**config.mk**
```make
export PLATFORM = sky130hd
export DESIGN_NAME = regfile_mp
export DESIGN_NICKNAME = d
export VERILOG_FILES = /design/src/rtl/regfile_pkg.sv /design/src/rtl/regfile_scoreboard.sv /design/src/rtl/regfile_mp.sv
export SDC_FILE = /design/constraint.sdc
export NUM_CORES = 1
export LEC_CHECK = 0
export BUFFER_PORTS_ARGS = -buffer_cell sky130_fd_sc_hd__buf_2
export CORE_MARGIN = 2
export CORE_UTILIZATION = 55
export CTS_CLUSTER_DIAMETER = 30
export DETAILED_ROUTE_END_ITERATION = 10
export GPL_TIMING_DRIVEN = 1
export PLACE_DENSITY = 0.86
export SLEW_MARGIN = 20
export SYNTH_ARGS = -nofsm -noshare
export SYNTH_HDL_FRONTEND = slang
export SYNTH_SLANG_ARGS = --single-unit
```
**constraint.sdc**
```tcl
create_clock -name I_clk -period 3.2 [get_ports I_clk]
set_input_delay 0.8 -clock I_clk [delete_from_list [all_inputs] [get_ports I_clk]]
set_output_delay 0.8 -clock I_clk [all_outputs]
set_load 0.01 [all_outputs]
```
**src/rtl/regfile_pkg.sv**
```systemverilog
// rtl/regfile_pkg.sv - shared defaults and width helpers for the multi-port register file
package regfile_pkg;

   localparam int DEFAULT_DATA_W   = 16;
   localparam int DEFAULT_NUM_REGS = 8;

   function automatic int selWidth(input int numRegs);
      return (numRegs > 1) ? $clog2(numRegs) : 1;
   endfunction

   function automatic int beWidth(input int dataW);
      return dataW / 8;
   endfunction

endpackage

```
**src/rtl/regfile_scoreboard.sv**
```systemverilog
// rtl/regfile_scoreboard.sv - per-register busy bits with lock-over-clear priority
// Macro-independent; BYPASS selects whether the read view shows post-update busy bits.
module regfile_scoreboard
   import regfile_pkg::*;
#(
   parameter int NUM_REGS = DEFAULT_NUM_REGS,
   parameter int SEL_W    = selWidth(NUM_REGS),
   parameter int ZERO_R0  = 0,
   parameter bit BYPASS   = 1'b0
) (
   input  logic                I_clk,
   input  logic                I_reset,
   input  logic                enable,
   input  logic                lock,
   input  logic [SEL_W-1:0]    lockSelect,
   input  logic                clear,
   input  logic [SEL_W-1:0]    clearSelect,
   output logic [NUM_REGS-1:0] busyView
);

   logic [NUM_REGS-1:0] busy;
   logic [NUM_REGS-1:0] busyNext;

   // Lock is applied after clear so a new producer wins over a retiring write.
   always_comb begin
      busyNext = busy;
      for (int i = 0; i < NUM_REGS; i++) begin
         if (ZERO_R0 == 0 || i != 0) begin
            if (enable && clear && clearSelect == SEL_W'(i)) busyNext[i] = 1'b0;
            if (enable && lock && lockSelect == SEL_W'(i))   busyNext[i] = 1'b1;
         end
      end
   end

   always_ff @(posedge I_clk) begin
      if (I_reset) begin
         busy <= '0;
      end else begin
         busy <= busyNext;
      end
   end

   assign busyView = BYPASS ? busyNext : busy;

endmodule

```
**src/rtl/regfile_mp.sv**
```systemverilog
// rtl/regfile_mp.sv - two-read one-write register file with byte enables and busy scoreboard
// Define REGFILE_BYPASS_EN for same-cycle write-to-read forwarding of data and busy.
module regfile_mp
   import regfile_pkg::*;
#(
   parameter int  DATA_W   = DEFAULT_DATA_W,
   parameter int  NUM_REGS = DEFAULT_NUM_REGS,
   parameter int  ZERO_R0  = 0,
   localparam int SEL_W    = selWidth(NUM_REGS),
   localparam int BE_W     = beWidth(DATA_W)
) (
   input  logic              I_clk,
   input  logic              I_reset,
   input  logic              I_enable,
   input  logic [SEL_W-1:0]  I_rA_select,
   input  logic [SEL_W-1:0]  I_rB_select,
   input  logic [SEL_W-1:0]  I_rD_select,
   input  logic [DATA_W-1:0] I_rD_in,
   input  logic              I_rD_write,
   input  logic [BE_W-1:0]   I_rD_be,
   input  logic              I_lock,
   input  logic [SEL_W-1:0]  I_lock_select,
   output logic [DATA_W-1:0] O_rA_out,
   output logic [DATA_W-1:0] O_rB_out,
   output logic              O_rA_busy,
   output logic              O_rB_busy
);

`ifdef REGFILE_BYPASS_EN
   localparam bit BYPASS = 1'b1;
`else
   localparam bit BYPASS = 1'b0;
`endif

   logic [NUM_REGS-1:0][DATA_W-1:0] regs;
   logic [NUM_REGS-1:0][DATA_W-1:0] regsNext;
   logic [NUM_REGS-1:0][DATA_W-1:0] readArr;
   logic [NUM_REGS-1:0]             busyView;
   logic [DATA_W-1:0]               rAData;
   logic [DATA_W-1:0]               rBData;
   logic                            rABusy;
   logic                            rBBusy;

   regfile_scoreboard #(
      .NUM_REGS (NUM_REGS),
      .SEL_W    (SEL_W),
      .ZERO_R0  (ZERO_R0),
      .BYPASS   (BYPASS)
   ) scoreboard (
      .I_clk       (I_clk),
      .I_reset     (I_reset),
      .enable      (I_enable),
      .lock        (I_lock),
      .lockSelect  (I_lock_select),
      .clear       (I_rD_write & (|I_rD_be)),
      .clearSelect (I_rD_select),
      .busyView    (busyView)
   );

   // Out-of-range selects never match a loop index, so they neither write nor read.
   always_comb begin
      regsNext = regs;
      for (int i = 0; i < NUM_REGS; i++) begin
         if ((ZERO_R0 == 0 || i != 0) && I_enable && I_rD_write && I_rD_select == SEL_W'(i)) begin
            for (int k = 0; k < BE_W; k++) begin
               if (I_rD_be[k]) regsNext[i][8*k +: 8] = I_rD_in[8*k +: 8];
            end
         end
      end
   end

   assign readArr = BYPASS ? regsNext : regs;

   always_comb begin
      rAData = '0;
      rBData = '0;
      rABusy = 1'b0;
      rBBusy = 1'b0;
      for (int i = 0; i < NUM_REGS; i++) begin
         if (I_rA_select == SEL_W'(i)) begin
            rAData = readArr[i];
            rABusy = busyView[i];
         end
         if (I_rB_select == SEL_W'(i)) begin
            rBData = readArr[i];
            rBBusy = busyView[i];
         end
      end
   end

   always_ff @(posedge I_clk) begin
      if (I_reset) begin
         regs <= '0;
      end else begin
         regs <= regsNext;
      end
   end

   always_ff @(posedge I_clk) begin
      if (I_reset) begin
         O_rA_out  <= '0;
         O_rB_out  <= '0;
         O_rA_busy <= 1'b0;
         O_rB_busy <= 1'b0;
      end else if (I_enable) begin
         O_rA_out  <= rAData;
         O_rB_out  <= rBData;
         O_rA_busy <= rABusy;
         O_rB_busy <= rBBusy;
      end
   end

endmodule

```
Word-level counts from Yosys, hierarchy flattened. Index checks and enable logic that the tools add are counted.

Register bits: 170.

Mux-type cells: 48. Bitwise operators: 1. Reductions and logical operators: 56. Equality and inequality tests: 28.

Operator list (count): $mux W16 (16); $eq A3 B3 Y1 const B (16); $mux W1 (32); $reduce_and A2 Y1 (16); $logic_and A1 B1 Y1 (27); $eq A3 B2 Y1 const B (8); $reduce_bool A2 Y1 (8); $eq A3 B1 Y1 const B (4); $logic_not A3 Y1 (4); $reduce_or A2 Y1 (1); $and A1 B1 Y1 (1).

Depth between registers and ports, before layout.
Depth in word-level cells: 9. Depth in mapped cells: 7.

By module. Synthesis repeated with hierarchy kept, for this count alone.

Cell total of the unflattened synthesis: 1113. Area, all modules: 8618.3 um^2.

By module, submodules not included: regfile_mp (cells an instance 1076, times used 1, sequential area each 3243.1 um^2, area each 8277.9 um^2); regfile_scoreboard (cells an instance 37, times used 1, sequential area each 160.2 um^2, area each 340.3 um^2).

Worst setup path before layout. No wires, ideal clock.

Path type: input to register. From: in I_rB_select[0]. To: reg O_rB_out[10]. Buffers on the path: 3. Slack: 1285 ps. Data required time: 3083 ps. Stages on the path: 7. Data arrival time: 1799 ps. Cell sequence: buf_6 -> or2_1 -> buf_6 -> buf_6 -> a211oi_2 -> nor2_1 -> a22o_1.

Longest elaborated chain between the ends: 9. Elaborated cells on any way between the ends: 16. Classes of those cells: eq/ne: 7; mux: 8; reduce/logical: 1.

RTL lines: from (decl) (line regfile_mp.sv:16) `input logic [SEL_W-1:0] I_rB_select,`; $logic_not A3 Y1 (line regfile_mp.sv:84) `if (I_rB_select == SEL_W'(i)) begin`; $mux W16 (7 in series) (line regfile_mp.sv:84); $mux W16 * (line regfile_mp.sv:84); to (signal assigned) (line regfile_mp.sv:107) `O_rB_out <= rBData;`; to (decl) (line regfile_mp.sv:24) `output logic [DATA_W-1:0] O_rB_out,`.

Mark *: on every way between the ends. The rest lies on a longest branch, timed or not. A chain may end at the register's enable or synchronous reset.

Final worst setup path.
From: in I_enable. To: reg regs, in the netlist readArr[125].

Longest elaborated chain between the ends: 3.

RTL lines: from (decl) (line regfile_mp.sv:14) `input logic I_enable,`; $logic_and A1 B1 Y1 (2 in series) (line regfile_mp.sv:64) `if ((ZERO_R0 == 0 || i != 0) && I_enable && I_rD_write && I_rD_select == SEL_W'(i)) begin`; $reduce_and A2 Y1 (no line); to (signal assigned) (line regfile_mp.sv:95) `regs <= regsNext;`; to (decl) (line regfile_mp.sv:35) `logic [NUM_REGS-1:0][DATA_W-1:0] regs;`.

Every way passes these cells.

==> reports/qor.csv <==
stage,metric,value,unit
sta,final number of hold-violating endpoints,0,
detailed_routing,routed vias,8550,
detailed_routing,Detailed Routing Iterations Pass 1,6,
detailed_routing,Initial DRC Count,1518,
die,DIE AREA,0.0170,mm2
finish,P&R area growth vs syn,9.41,%
power_and_ir_drop,P_leak,3.39,nW
power_and_ir_drop,Worst VDD drop,0.000378,V
logic_synthesis,"flops & latches, synth",170,
detailed_routing,Avg Vias per Cell,6.40,
logic_synthesis,Commonest cells post-synth,"170 x dfxtp_1, 169 x a21oi_1, 156 x nand2_1",
clocking,Post-CTS Setup Inserts,0,
die,Initial Utilization,55.8,%
logic_synthesis,sequential fraction of the synthesis area,38.6,%
finish,layout cell share with drive strength beyond 1,16.5,%
critical_path,critical path required time,3.56,ns
min_path,HP Class,reg -> reg,
logic_synthesis,ys async rst share,0,%
global_routing,initial antenna violation count,0,
critical_path,CP Capture Type,register,
power_and_ir_drop,Switch Pwr,1.29,mW
logic_synthesis,largest cells by area after synthesis,"dfxtp_1 39%, a21oi_1 9.6%, nand2_1 6.6%",
global_routing,first-pass GRT wire length,40600,um
critical_path,"Cell Chain, Critical Path","buf_2, nand3_2, nor2_1, nand2_1, a21oi_1",
die,Die Span Y,131,um
logic_synthesis,Post-Synthesis Net Count,1131,
critical_path,worst path buffer plus inverter count,1,
sta,Fmax,0.474,GHz
detailed_routing,Antenna Nets Post-Route,0,
die,die width,131,um
clocking,"Gates resized, CTS repair",0,
power_and_ir_drop,Comb pwr share,11.2,%
sta,Final Setup Violations,0,
clocking,CTS tree,done,
power_and_ir_drop,PD cells,479,mW/mm2
finish,area occupied by multi-input gates,0.00481,mm2
detailed_routing,Avg WL per Cell,19.6,um
critical_path,"CP delay by family, top",simple AND/OR/NAND/NOR gates,
critical_path,Worst EP arrival,2.47,ns
global_routing,GRT overflow,0,
die,I/O pins,69,
logic_synthesis,Synth top area share,38.6,%
clocking,H-Tree Depth,4,
critical_path,critical setup path kind,in -> reg,
clocking,hold_buf cts,0,
finish,Sequential cell area,0.00340,mm2
finish,FILL cells,1345,
sta,setup TNS,0,ns
detailed_routing,met2 wire length,11300,um
detailed_routing,drc violations,0,
clocking,clk slew on worst S/H paths,0.07,ns
critical_path,"Slowest-stage cell, CP",nor2_1,
sta,Max transition margin,44.9,%
place,gpl congestion,0.930,
logic_synthesis,post-synthesis average cell area,8.03,um2
logic_synthesis,post-synthesis cell count,1096,
finish,n_diodes,0,
outcome,status,"finished, final reports clean",
place,HPWL after DPL,18300,um
clocking,Skew-Pair Late Insertion Delay,0.44,ns
sta,Final period util,65.9,%
sta,worst slew pin tran,0.826,ns
critical_path,"slowest stage delay, CP",0.59,ns
sta,clk_skew,0.00744,ns
detailed_routing,DRT met1 WL,10600,um
logic_synthesis,Synth Flop Type,dfxtp_1,
clocking,clock sink count,170,
power_and_ir_drop,Seq pwr share,47.2,%
critical_path,Worst Path Max Fanout,22,
detailed_routing,WL met3,3380,um
sta,Fin Hold WS,0.471,ns
clocking,Root Buffer,clkbuf_16,
detailed_routing,Post-Route WL,26100,um
job,max-cap viol count,0,
global_routing,Overall Global Routing Usage,30.5,%
die,row cnt,46,
critical_path,Startpoint Class,input port,
global_routing,vias in the first global route,7588,
clocking,Num CTS Buffers,17,
detailed_routing,max layer used,met4,
logic_synthesis,Mapped Area,0.00881,mm2
sta,max-slew violation count,0,
logic_synthesis,Ys Warns,0,
place,I/O Buffers,68,
logic_synthesis,Post-synth EDFFs,0,
sta,min cycle time layout,2.11,ns
power_and_ir_drop,Clock Power Share,41.6,%
logic_synthesis,synth unique cells,50,
sta,RSZ-0062 raised after global routing,false,
power_and_ir_drop,Int Pwr,3.32,mW
logic_synthesis,"count leader, synth",dfxtp_1,
global_routing,pin count of the biggest net entering global routing,80,
die,core area,0.0158,mm2
logic_synthesis,largest area contributor in the netlist,dfxtp_1,
power_and_ir_drop,sw frac,28.0,%
clocking,clock buffer depth,2,
finish,Nets,1141,
[power groups by stage]
| stage | Sequential, mW | Clock [mW] | Combinational, mW |
|---|---|---|---|
| finish | 2.18 | 1.92 | 0.518 |
| global route | 2.18 | 2.01 | 0.551 |
| CTS | 2.18 | 1.92 | 0.500 |
| detailed placement | 2.22 | 0 | 0.497 |
| global placement | 2.22 | 0 | 0.492 |
| floorplan | 2.23 | 0 | 0.354 |
[path summary, 6_finish.rpt]
| kind | startpoint | to | slack (ns) | cells past startpoint |
|---|---|---|---|---|
| worst min register to register | readArr[70]$_SDFFE_PP0P_ | readArr[70]$_SDFFE_PP0P_ | 0.47 | 2 |
| worst max register to register | readArr[110]$_SDFFE_PP0P_ | O_rB_out[14]$_SDFFE_PP0P_ | 1.88 | 4 |
| worst max-delay path | I_enable | readArr[125]$_SDFFE_PP0P_ | 1.09 | 5 |
| worst min-delay path | readArr[70]$_SDFFE_PP0P_ | readArr[70]$_SDFFE_PP0P_ | 0.47 | 2 |
[cell usage in the layout, fill, tap and decap left out, types with 29 or more instances in the layout]
| master | synthesis | routed |
|---|---|---|
| o21ai_0 | 74 | 74 |
| dfxtp_1 | 170 | 170 |
| buf_2 | 49 | 67 |
| o21ai_1 | 34 | 34 |
| mux2_2 | 29 | 29 |
| a21oi_1 | 169 | 169 |
| nand2_1 | 156 | 156 |
| o22ai_1 | 41 | 41 |
| nor2b_1 | 37 | 37 |
| nand3_1 | 68 | 68 |
[worst min-delay path, stage by stage (launching register included)]
cell and delay (ns):
dfxtp_1 0.32, nand2_1 0.05, a21oi_1 0.05
[registers in the layout, indices dropped and copies added, names as in the netlist]
name,flops
O_rA_busy,1
O_rA_out,16
O_rB_busy,1
O_rB_out,16
readArr,128
scoreboard.busyView,8
[final cells by class]
class                   count  share of cell area [%]
multi-input cells         814                    50.0
well taps                 216                    2.81
inverters                   7                   0.273
clock inverters            15                    1.21
repair buffers             96                    6.00
clock buffers              17                    4.42
flip-flops and latches    170                    35.3
[per-layer routing]
layer / vias to the layer above / track usage, %
li1: 3993 / -
met1: 3940 / 42.9
met2: 549 / 44.9
met3: 68 / 8.55
met4: 0 / 10.6
met5: - / 0
[kinds of logic after synthesis]
group | after synthesis | share of synthesized area, %
buffers and inverters | 112 | 6.71
AO/OA/AOI/OAI | 412 | 28.1
flip-flops | 170 | 38.6
AND/OR/NAND/NOR | 341 | 19.1
multiplexers | 61 | 7.42
[metrics by stage]
step	instance area [um2]	util, %	std cells	worst slack (ns)	total power, mW
after CTS	9630	61.1	1335	1.15	4.59
after detailed placement	9090	57.7	1303	0.734	2.72
after global placement	9090	57.7	1303	0.766	2.72
final	9630	61.1	1335	1.09	4.62
after global routing	9630	61.1	1335	1.01	4.74
after floorplan	8810	-	1096	1.28	2.58
(Power assumes the default switching activity.)
